## config.mk

```make
export PLATFORM = sky130hd
export DESIGN_NAME = demux_1_4_8_bit
export DESIGN_NICKNAME = d
export VERILOG_FILES = /design/src/rtl/demux_1_4_8_bit.sv
export SDC_FILE = /design/constraint.sdc
export NUM_CORES = 1
export LEC_CHECK = 0
export CAP_MARGIN = 15
export CORE_MARGIN = 5
export CORE_UTILIZATION = 40
export CTS_BUF_LIST = sky130_fd_sc_hd__clkbuf_4 sky130_fd_sc_hd__clkbuf_8
export CTS_CLUSTER_SIZE = 20
export DETAILED_ROUTE_END_ITERATION = 10
export PLACE_DENSITY = 0.74
export SYNTH_ARGS = -nofsm -noshare
export SYNTH_HDL_FRONTEND = slang
export SYNTH_SLANG_ARGS = --single-unit
```

## constraint.sdc

```tcl
create_clock -name i_clk -period 3.4 [get_ports i_clk]
set_clock_uncertainty 0.1 [all_clocks]
set_input_delay 1.02 -clock i_clk [delete_from_list [all_inputs] [get_ports i_clk]]
set_output_delay 1.02 -clock i_clk [all_outputs]
set_load 0.03 [all_outputs]
```

## src/rtl/demux_1_4_8_bit.sv

```systemverilog
// 1-to-4 demultiplexer with per-channel holding registers and valid/ack handshake.
// Optional DEMUX_AUTO_SEL_EN adds i_auto and a round-robin destination pointer.
module demux_1_4_8_bit #(
    parameter int unsigned WIDTH = 8
) (
    input  logic             i_clk,
    input  logic             i_rst_n,
    input  logic             i_en,
`ifdef DEMUX_AUTO_SEL_EN
    input  logic             i_auto,
`endif
    input  logic [WIDTH-1:0] i_code,
    input  logic [1:0]       i_sel_code,
    input  logic             i_valid,
    output logic             o_ready,
    output logic [WIDTH-1:0] o_code_0,
    output logic [WIDTH-1:0] o_code_1,
    output logic [WIDTH-1:0] o_code_2,
    output logic [WIDTH-1:0] o_code_3,
    output logic [3:0]       o_valid,
    input  logic [3:0]       i_ack,
    output logic             o_full,
    output logic [7:0]       o_xfer_cnt
);

    localparam int unsigned NCH   = 4;
    localparam int unsigned CNT_W = 8;

    logic [WIDTH-1:0] r_code [NCH];
    logic [NCH-1:0]   r_valid;
    logic [CNT_W-1:0] r_xfer_cnt;

    logic [1:0]       w_tgt;
    logic             w_xfer;
    logic [NCH-1:0]   w_load;
    logic [NCH-1:0]   w_valid_nxt;

`ifdef DEMUX_AUTO_SEL_EN
    logic [1:0]       r_ptr;

    // Round-robin pointer advances only on transfers made in auto mode.
    always_ff @(posedge i_clk or negedge i_rst_n) begin
        if (!i_rst_n) begin
            r_ptr <= 2'd0;
        end else if (w_xfer && i_auto) begin
            r_ptr <= r_ptr + 2'd1;
        end
    end

    assign w_tgt = i_auto ? r_ptr : i_sel_code;
`else
    assign w_tgt = i_sel_code;
`endif

    // A slot is writable when empty or being drained this same cycle.
    assign o_ready = i_rst_n & i_en & (~r_valid[w_tgt] | i_ack[w_tgt]);
    assign w_xfer  = i_valid & o_ready;

    always_comb begin
        w_load = '0;
        if (w_xfer) begin
            w_load[w_tgt] = 1'b1;
        end
        // Load wins over ack so a same-cycle refill never drops data.
        w_valid_nxt = (r_valid & ~i_ack) | w_load;
    end

    always_ff @(posedge i_clk or negedge i_rst_n) begin
        if (!i_rst_n) begin
            for (int unsigned k = 0; k < NCH; k++) begin
                r_code[k] <= '0;
            end
            r_valid    <= '0;
            r_xfer_cnt <= '0;
        end else begin
            for (int unsigned k = 0; k < NCH; k++) begin
                if (w_load[k]) begin
                    r_code[k] <= i_code;
                end
            end
            r_valid <= w_valid_nxt;
            if (w_xfer) begin
                r_xfer_cnt <= r_xfer_cnt + CNT_W'(1);
            end
        end
    end

    assign o_code_0   = r_code[0];
    assign o_code_1   = r_code[1];
    assign o_code_2   = r_code[2];
    assign o_code_3   = r_code[3];
    assign o_valid    = r_valid;
    assign o_full     = &r_valid;
    assign o_xfer_cnt = r_xfer_cnt;

endmodule

```

# Yosys cells after proc, flatten, opt, wreduce, memory -nomap -nowiden
# Index checks and enable logic that the tools add are counted.
# op_classes
add_sub_neg	1
bitwise	8
muxes	7
reduce_logical	2
n_lt_le_gt_ge	2
# ops
op	count
$add 8x1->8 const B	1
$and 4x4->4	1
$bmux 1 s2	2
$mux 4	1
$not 4->4	1
$or 4x4->4	1
$reduce_and 4->1	1
$and 1x1->1	3
$lt 2x3->1 const B	1
$mux 1	3
$demux 1 s2	1
$ge 2x1->1 const B	1
$logic_and 1x1->1	1
$not 1->1	1
$or 1x1->1	1
# word_totals
output_inout_bits	46
word_cells	26
register_bits	44

# Longest topological paths before layout
# Gate-level depths: netlist of the first run.
# depth
depth_word	8
ltp_mapped	5
depth_no_buf	4

# Worst setup path after synthesis of the first run
# OpenSTA, ideal clock, no wires.
# synth_path
kind	input port to output port
startpoint	input i_sel_code[1]
endpoint	output o_ready
t_arrival_ns	2.139
required_ns	2.280
cell_stages	3
n_path_buf	1
slack_ns	0.141
path_cell_list	buf_6 mux4_2 nor2_1
# synth_between
elab_chain_cells	5
word_cells_on_any_way	7
# synth_lines
element	line	text
start: declaration	13	input logic [1:0] i_sel_code,
$bmux 1 s2	56	assign o_ready = i_rst_n & i_en & (~r_valid[w_tgt] | i_ack[w_tgt]);
$mux 1 (implied by the code)	56	
$not 1->1	56	
$or 1x1->1 *	56	
$and 1x1->1 *	56	
end: declaration	15	output logic o_ready,
# Mark *: on every way between the ends. The rest lies on a longest branch, timed or not. The select of a mux whose other input is x is not followed.

# Worst setup path in the final report of the first run
# layout_path
startpoint	input i_sel_code[0]
endpoint	output o_ready
# Same word-level chain as after synthesis.

==> out/results.txt, run 1 <==
Status: complete, no violations
Largest net degree at the start of global routing: 45
Via density: 5.06
EDFF count, synth: 0
Lkg Pwr: 1.18 nW
First-pass GRT wire length: 7.54 mm
Max Cap Viol: 0
Hold depth: 1
Startpoint types: primary input
Combinational family with the most area after synthesis: multiplexers
IO Count: 64
Fraction of registers with async set/reset: 100%
Post-Synth Adder-Cell Area: 0.693%
Syn avg cell area: 14.9 µm²
Post-Layout Cell Count: 252
Fin crit share: 95.1%
Reg clk slew, reported paths: 0.08 ns
FF-to-FF path depth: 6
Clock Path Buffers: 2
Final Util: 61.3%
Initial drt markers: 54
Total CTS buffers: 5
Overflow after GRT: 0
Die area: 0.00596 mm²
Port bufs: 63
Clock Latency Late Sink: 0.29 ns
Actual slew at the worst max-slew pin: 0.551 ns
Die Height: 77.2 µm
Chip Width: 77.2 µm
Vias in the first global route: 1,441
Mux contribution to synthesized area: 21.8%
Seq/Total Area, Yosys: 60.9%
Peak supply drop: 0.000435 V
F_max: 309 MHz
Layout area overhead: 47.8%
DPL Wire Length: 3.30 mm
Hold Crit Class: reg2reg
Clock sinks: 44
Post-synthesis compound-gate area fraction: 0%
Critical Path AT: 2.11 ns
Final WL: 4.35 mm
Final setup margin: 0.167 ns
Synth cell types: 26
Yosys warnings: 0
Vias after detailed routing: 1,275
WL met1: 1.75 mm
Max-slew headroom: 63.3%
Routed wl met3: 451 µm
Final Hold Fails: 0
Simple-Gate Fraction of Synth Area: 11.6%
Placeable Area: 0.00435 mm²
Clock Tree Root: clkbuf_8
RR Startpoint: o_valid[3]
Post-placement cell count: 243
# setup viols final: 0
RSZ-0062 raised after global routing: no
CTS tree: yes
Detail Route Antenna Nets: 0
Fin. max-slew vios: 0
Cell Area, Synth: 0.00181 mm²
Initial Utilization: 41.5%
Pre-Repair DR Iteration Count: 4
Wire per inst: 17.3 µm
Xor/xnor share of the synthesized area: 3.39%
Area of all placed cells without fillers: 0.00267 mm²
Pre-CTS setup slack: -0.0583 ns
Initial antenna violation count: 0
Top FF cell, synth: dfrtp_1
R2r setup slk: 1.29 ns
Synth Register Bits: 44
Tot GR Track Use: 15.9%
Setup Crit Path Kind: in2out
Antenna diode count: 0
Fin crit period: 3.23 ns
Detailed-route DRC error count: 0
PwrDens: 692 mW/mm²
Routed met2 length: 2.11 mm
H-Tree Level Count: 2
Layout cells sized above 1: 28.5%
Rows: 24
Cells after Synth: 121
Worst setup startpoint: i_sel_code[0]
Hold_sp: o_xfer_cnt[7]
Max layer used: met4
Cell Area, Placed: 0.00255 mm²
CP endpoint kind: output port
Post-CTS Hold Fix Bufs: 0
Worst Path Required: 2.28 ns
Syn Nets: 140
Nets: 218
Critical Path Fanout Max: 2
RePlAce Congestion: 0.777
sequential cells by signal (all words and copies together) (netlist names):
name	flops
o_code_2	8
o_code_3	8
o_code_1	8
o_valid	4
o_code_0	8
o_xfer_cnt	8
placed cells by master, fill, tap and decap left out, drive strengths merged:
cell,instances
clkbuf,5
nor3,3
or2,2
and4,1
nand4,2
xnor2,1
clkdlybuf4s50,56
dlygate4sd2,5
nor4,4
buf,13
nor2,3
bufinv,1
clkinvlp,1
nor2b,4
nand4bb,1
ha,1
inv,2
nand3,4
dfrtp,44
nand2b,2
nand2,3
nor4b,1
mux2,33
clkinv,1
xor2,6
mux4,1
worst max-delay path, cell delays in order:
cell and delay (ns):
clkdlybuf4s50_1 0.49, mux4_2 0.32, nor2_1 0.12, buf_4 0.16
Yosys cell counts (2+ instances only):
library cell  number  area [µm²]
nor2_1             3        11.3
nand4_1            2        12.5
mux2_2            28         315
nand2b_1           2        12.5
nor3_1             3        15.0
nand3_1            4        20.0
nor2b_1            4        25.0
dfrtp_1           44        1100
mux2_1             5        56.3
nor4_1             2        12.5
xor2_1             6        52.6
inv_1              2        7.51
nand2_1            3        11.3
where the power goes:
| group | leakage, nW | internal [mW] | switching (mW) |
|---|---|---|---|
| registers | 0.547 | 0.648 | 0.0962 |
| logic | 0.583 | 0.322 | 0.394 |
| clock network | 0.0541 | 0.217 | 0.170 |
| total | 1.18 | 1.19 | 0.660 |
metal layers:
layer  GRT usage, %  up-vias
li1               -      583
met1           19.1      626
met2           25.8       60
met3           7.49        6
met4           3.61        0
met5              0        -
worst paths after layout:
check	endpoint
min in group asynchronous	o_xfer_cnt[2]
min	o_xfer_cnt[7]
max in group asynchronous	o_code_1[2]
max	o_ready
min reg2reg	o_xfer_cnt[7]
max reg2reg	o_xfer_cnt[1]
kinds of logic (layout without fill, tap and decap cells):
logic type	count (synthesis)	in the layout
adders and majority gates	1	1
xor gates and xnor gates	7	7
muxes	34	34
buffers and inverters	5	84
and+or+nand+nor	30	30
DFF	44	44
final cells by class:
class / count / area, µm²
clock buffers: 5 / 68.8
clock inverters: 3 / 42.5
fillers: 327 / 1680
inverters: 2 / 7.51
multi-input cells: 72 / 686
flip-flops and latches: 44 / 1100
well taps: 52 / 65.1
repair buffers: 74 / 699
per-stage QoR:
| step | hold WS (ns) | total power [mW] | TNS [ns] |
|---|---|---|---|
| 5_1_grt | 0.392 | 1.95 | 0 |
| 2_1_floorplan | 0.549 | 1.13 | 0 |
| 3_5_place_dp | 0.363 | 1.48 | -0.0583 |
| 4_1_cts | 0.374 | 1.87 | 0 |
| 6_report | 0.368 | 1.85 | 0 |
| 3_3_place_gp | 0.359 | 1.46 | -0.0510 |
timing repair:
item                                    CTS  global route
endpoints found under the setup margin    1             0
setup buffers                             1             0
gates resized for setup                   8             0
(Power assumes the default switching activity.)
==> inputs of run 2 (changes only) <==
clock period = 3.7 ns   (was 3.4 ns; I/O delays follow)
==> out/results.txt, run 2 (synthesized netlist as in run 1, its figures left out) <==
Port bufs: 63 (unchanged)
Status: complete, no violations
Clock sinks: 44 (unchanged)
First-pass GRT wire length: 7.20 mm (-4.5%)
CP peak stage delay: 0.53 ns (+0.04 ns)
DPL Wire Length: 3.17 mm (-4.0%)
Die area: 0.00596 mm² (unchanged)
Hold Crit Class: reg2reg
Die Height: 77.2 µm (unchanged)
Commonest non-fill, non-tap cell in the layout: clkdlybuf4s50_1
Hold_sp: o_xfer_cnt[7]
PwrDens: 642 mW/mm² (-7.1%)
Commonest cells after routing, fill and taps aside: clkdlybuf4s50_1 (61), dfrtp_1 (44), mux2_2 (28)
Initial Utilization: 41.5% (unchanged)
Peak supply drop: 0.000324 V (-26%)
Layout area overhead: 46.9%
Detail Route Antenna Nets: 0 (unchanged)
Post-placement cell count: 241 (-0.82%)
Setup tns final: 0 ns (unchanged)
Critical R2R Capture: o_xfer_cnt[1]
Met2 Track Usage GR: 24.0% (-1.8 points)
Clock Latency Late Sink: 0.29 ns (about the same)
Setup Crit Path Kind: in2out
CP endpoint kind: output port
Overflow after GRT: 0 (unchanged)
GR Util met3: 7.14% (-0.35 points)
RePlAce Congestion: 0.763 (-1.8%)
Clock Path Buffers: 2 (unchanged)
CTS tree: yes
Antenna diode count: 0 (unchanged)
Vias after detailed routing: 1,250 (-2.0%)
Via density: 5.00 (-1.2%)
RR Startpoint: o_valid[3]
Hold slack: 0.374 ns (+0.00559 ns)
Hold depth: 1 (unchanged)
Critical Path Fanout Max: 2 (unchanged)
Initial antenna violation count: 0 (unchanged)
Actual slew at the worst max-slew pin: 0.763 ns (+0.212 ns)
Area of all placed cells without fillers: 0.00265 mm² (-0.61%)
Final Hold Fails: 0 (unchanged)
Rows: 24 (unchanged)
Post-CTS Hold Fix Bufs: 0 (unchanged)
Wire per inst: 17.0 µm (-1.4%)
Lkg Pwr: 1.17 nW (-1.1%)
Vias in the first global route: 1,387 (-3.7%)
Cell Area, Placed: 0.00253 mm² (-0.59%)
Pre-Repair DR Iteration Count: 4 (unchanged)
F_max: 274 MHz
Nets: 216 (-0.92%)
Fin crit share: 98.5%
RSZ-0062 raised after global routing: no
IO Count: 64 (unchanged)
H-Tree Level Count: 2 (unchanged)
Max Cap Viol: 0 (unchanged)
Startpoint types: primary input
Total CTS buffers: 5 (unchanged)
Slowest stage cell, crit path: clkdlybuf4s50_1
FF-to-FF path depth: 6 (unchanged)
Post-Layout Cell Count: 250 (-0.79%)
Largest net degree at the start of global routing: 45 (unchanged)
Fin. max-slew vios: 0 (unchanged)
Clock Tree Root: clkbuf_8
Detailed-route DRC error count: 0 (unchanged)
Chip Width: 77.2 µm (unchanged)
Max-slew headroom: 48.7% (-15 points)
# setup viols final: 0 (unchanged)
Critical Path AT: 2.43 ns (+0.32 ns)
Grt met1 use: 18.6% (-0.51 points)
Worst Path Required: 2.49 ns (+0.21 ns)
Most Crowded Layer GR: met2
CP Cell Sequence: clkdlybuf4s50_1 -> mux4_2 -> nor2_1 -> buf_4
Tot GR Track Use: 15.1% (-0.75 points)
Hold worst-path end: o_xfer_cnt[7]
Layout cells sized above 1: 26.3% (-2.2 points)
R2r setup slk: 1.65 ns (+0.36 ns)
Placeable Area: 0.00435 mm² (unchanged)
Fin crit period: 3.64 ns
Reg clk slew, reported paths: 0.08 ns (about the same)
Initial drt markers: 111 (+110%)
Overall power: 1.70 mW (-7.7%)
Final WL: 4.25 mm (-2.2%)
[run 2: critical path: cells and delay by family]
family / cells / cell delay [ns]
AND/OR/NAND/NOR: 1 / 0.10
multiplexers: 1 / 0.53
buffers and inverters: 2 / 0.69
[run 2: metal layers]
layer	up-vias	wire length, µm
met5	-	0
met4	0	40
li1	583	-
met1	617	1760
met3	5	377
met2	45	2080
[run 2: timing repair]
action,4_1_cts,5_1_grt
resized for setup,0,0
endpoints found under the setup margin,0,1
buffers inserted,0,1
[run 2: worst max path at each step]
stage | slack (ns) | cells past startpoint | to | startpoint
after floorplan | 0.26 | 3 | o_ready | i_sel_code[1]
after global placement | 0.07 | 4 | o_ready | i_sel_code[1]
after detailed placement | 0.05 | 4 | o_ready | i_sel_code[1]
after CTS | 0.04 | 4 | o_ready | i_sel_code[1]
after global routing | 0.02 | 4 | o_ready | i_sel_code[1]
final | 0.06 | 4 | o_ready | i_sel_code[1]
[run 2: layout make-up]
class	instances	area, µm²
Sequential cell	44	1100
Tap cell	52	65.1
Clock inverter	2	35.0
Inverter	2	7.51
Multi-Input combinational cell	72	678
Clock buffer	6	76.3
Fill cell	344	1700
Timing Repair Buffer	72	691
[run 2: stage by stage]
step | setup WS, ns | util, %
final | 0.0569 | 60.9
after global routing | 0.0208 | 60.9
after CTS | 0.0447 | 60.8
after detailed placement | 0.0527 | 58.2
after global placement | 0.0681 | 58.2
after floorplan | 0.261 | -
[run 2: power by group]
| group | switching, mW | total, mW | internal, mW | leakage (nW) |
|---|---|---|---|---|
| Combinational | 0.361 | 0.658 | 0.297 | 0.565 |
| Sequential | 0.0891 | 0.685 | 0.596 | 0.547 |
| Clock | 0.154 | 0.362 | 0.208 | 0.0586 |
| Total | 0.604 | 1.70 | 1.10 | 1.17 |
==> inputs of run 3 (changes only) <==
CORE_UTILIZATION = 45   (was 40)
MAX_ROUTING_LAYER = met4   (was not set)
PLACE_DENSITY = 0.82   (was 0.74)
TNS_END_PERCENT = 10   (was not set)
==> out/results.txt, run 3 (synthesized netlist as in run 1, its figures left out) <==
Fin crit share: 98.0% (-0.45 points)
FF-to-FF path depth: 4 (-2)
Commonest cells after routing, fill and taps aside: clkdlybuf4s50_1 (61), dfrtp_1 (44), mux2_2 (28)
Overflow after GRT: 0 (unchanged)
CP endpoint kind: output port
Total CTS buffers: 5 (unchanged)
Initial antenna violation count: 0 (unchanged)
# setup viols final: 0 (unchanged)
Slowest stage cell, crit path: mux4_2
Tot GR Track Use: 18.6% (+3.5 points)
Pre-CTS setup slack: 0.0688 ns (+0.0161 ns)
Wire per inst: 18.1 µm (+6.3%)
Final WL: 4.43 mm (+4.2%)
Hold Crit Class: reg2reg
Chip Width: 73.4 µm (-5.0%)
Fin. max-slew vios: 0 (unchanged)
Detailed-route DRC error count: 0 (unchanged)
Max Cap Viol: 0 (unchanged)
Layout cells sized above 1: 25.1% (-1.1 points)
CTS tree: yes
Final Hold Fails: 0 (unchanged)
Final setup margin: 0.0735 ns (+0.0166 ns)
Rows: 23 (-4.2%)
Hold_sp: o_xfer_cnt[7]
First-pass GRT wire length: 7.29 mm (+1.2%)
NetSw: 0.612 mW (+1.3%)
Status: complete, no violations
Reg clk slew, reported paths: 0.08 ns (about the same)
Clock Tree Root: clkbuf_8
Critical Path AT: 2.42 ns (about the same)
Internal Power: 1.02 mW (-7.2%)
Nets: 214 (-0.93%)
CP peak stage delay: 0.52 ns (about the same)
Worst Path Required: 2.49 ns (about the same)
Fin crit period: 3.63 ns (-0.0166 ns)
RePlAce Congestion: 0.830 (+8.7%)
Sw frac: 37.5% (+2.0 points)
Hold worst-path end: o_xfer_cnt[7]
CTS resizes: 0 (unchanged)
Initial drt markers: 48 (-57%)
Pre-Repair DR Iteration Count: 4 (unchanged)
Actual slew at the worst max-slew pin: 0.789 ns (+0.0260 ns)
Hold depth: 1 (unchanged)
Setup Crit Path Kind: in2out
Peak supply drop: 0.000378 V (+17%)
Die Height: 73.4 µm (-5.0%)
Clock sinks: 44 (unchanged)
Initial Utilization: 45.8% (+4.3 points)
Antenna diode count: 0 (unchanged)
R2r setup slk: 1.72 ns (+0.07 ns)
Flop pwr share: 42.1% (+1.9 points)
Lkg Pwr: 1.14 nW (-2.4%)
Post-CTS Setup Inserts: 0 (unchanged)
Port bufs: 63 (unchanged)
DPL Wire Length: 3.36 mm (+5.8%)
Detail Route Antenna Nets: 0 (unchanged)
Clock Latency Late Sink: 0.28 ns (about the same)
Placeable Area: 0.00394 mm² (-9.5%)
IO Count: 64 (unchanged)
Largest net degree at the start of global routing: 45 (unchanged)
Layout area overhead: 44.3%
CP Cell Sequence: clkdlybuf4s50_1 -> mux4_2 -> nor2_1 -> buf_4
H-Tree Level Count: 2 (unchanged)
Proportion of power drawn by the clock network: 17.0% (-4.2 points)
Setup tns final: 0 ns (unchanged)
Worst setup startpoint: i_sel_code[1]
PwrDens: 626 mW/mm² (-2.5%)
Crit-path leading delay family: buffers and inverters
Clock Path Buffers: 2 (unchanged)
Power share of the combinational group: 41.0% (+2.4 points)
RR Startpoint: o_valid[0]
Via density: 5.17 (+3.3%)
RSZ-0062 raised after global routing: no
Startpoint types: primary input
Vias in the first global route: 1,459 (+5.2%)
Worst Path Buf+Inv: 2 (unchanged)
Commonest non-fill, non-tap cell in the layout: clkdlybuf4s50_1
Critical path depth: 4 (unchanged)
Die area: 0.00538 mm² (-9.7%)
Overall power: 1.63 mW (-4.2%)
Vias after detailed routing: 1,266 (+1.3%)
Post-CTS Hold Fix Bufs: 0 (unchanged)
Max-slew headroom: 47.0% (-1.7 points)
Critical Path Fanout Max: 2 (unchanged)
F_max: 276 MHz (+0.46%)
Critical R2R Capture: o_code_0[5]
[run 3: final cells by class]
type                       instances  area, µm²
clock buffer                       5       68.8
fill                             271       1340
sequential                        44       1100
inverter                           2       7.51
timing repair buffer              70        676
multi-input combinational         72        678
clock inverter                     2       12.5
tap                               50       62.6
[run 3: how the worst max path moves through the flow]
| stage | to | slack [ns] |
|---|---|---|
| 2_1_floorplan | o_ready | 0.26 |
| 3_3_place_gp | o_ready | 0.07 |
| 3_5_place_dp | o_ready | 0.07 |
| 4_1_cts | o_ready | 0.06 |
| 5_1_grt | o_ready | 0.02 |
| 6_report | o_ready | 0.07 |
[run 3: layer usage]
metal / GRT usage (%) / part of all wire (%) / up-vias
li1: - / - / 572
met1: 22.4 / 40 / 647
met2: 29.4 / 51 / 45
met3: 8.21 / 9.1 / 2
met4: 3.42 / 0.18 / 0
met5: - / 0 / -
[run 3: stage by stage]
stage	instances	utilization (%)	hold slack, ns	area (µm²)
floorplan	121	-	0.549	1810
global placement	238	64.0	0.359	2520
detailed placement	238	64.0	0.372	2520
CTS	245	66.1	0.387	2610
global route	245	66.1	0.397	2610
finish	245	66.1	0.380	2610
[run 3: worst reg2reg max path: stages (launching register included)]
cell and delay [ns]:
dfrtp_1 0.39, nor2b_1 0.15, buf_4 0.14, nor4_4 0.66
mux2_2 0.42
[run 3: power by group through the flow]
| stage | sequential (mW) | clock [mW] | combinational (mW) |
|---|---|---|---|
| finish | 0.687 | 0.277 | 0.669 |
| global route | 0.704 | 0.309 | 0.705 |
| CTS | 0.687 | 0.286 | 0.675 |
| detailed placement | 0.696 | 0 | 0.672 |
| global placement | 0.682 | 0 | 0.652 |
| floorplan | 0.911 | 0 | 0.127 |
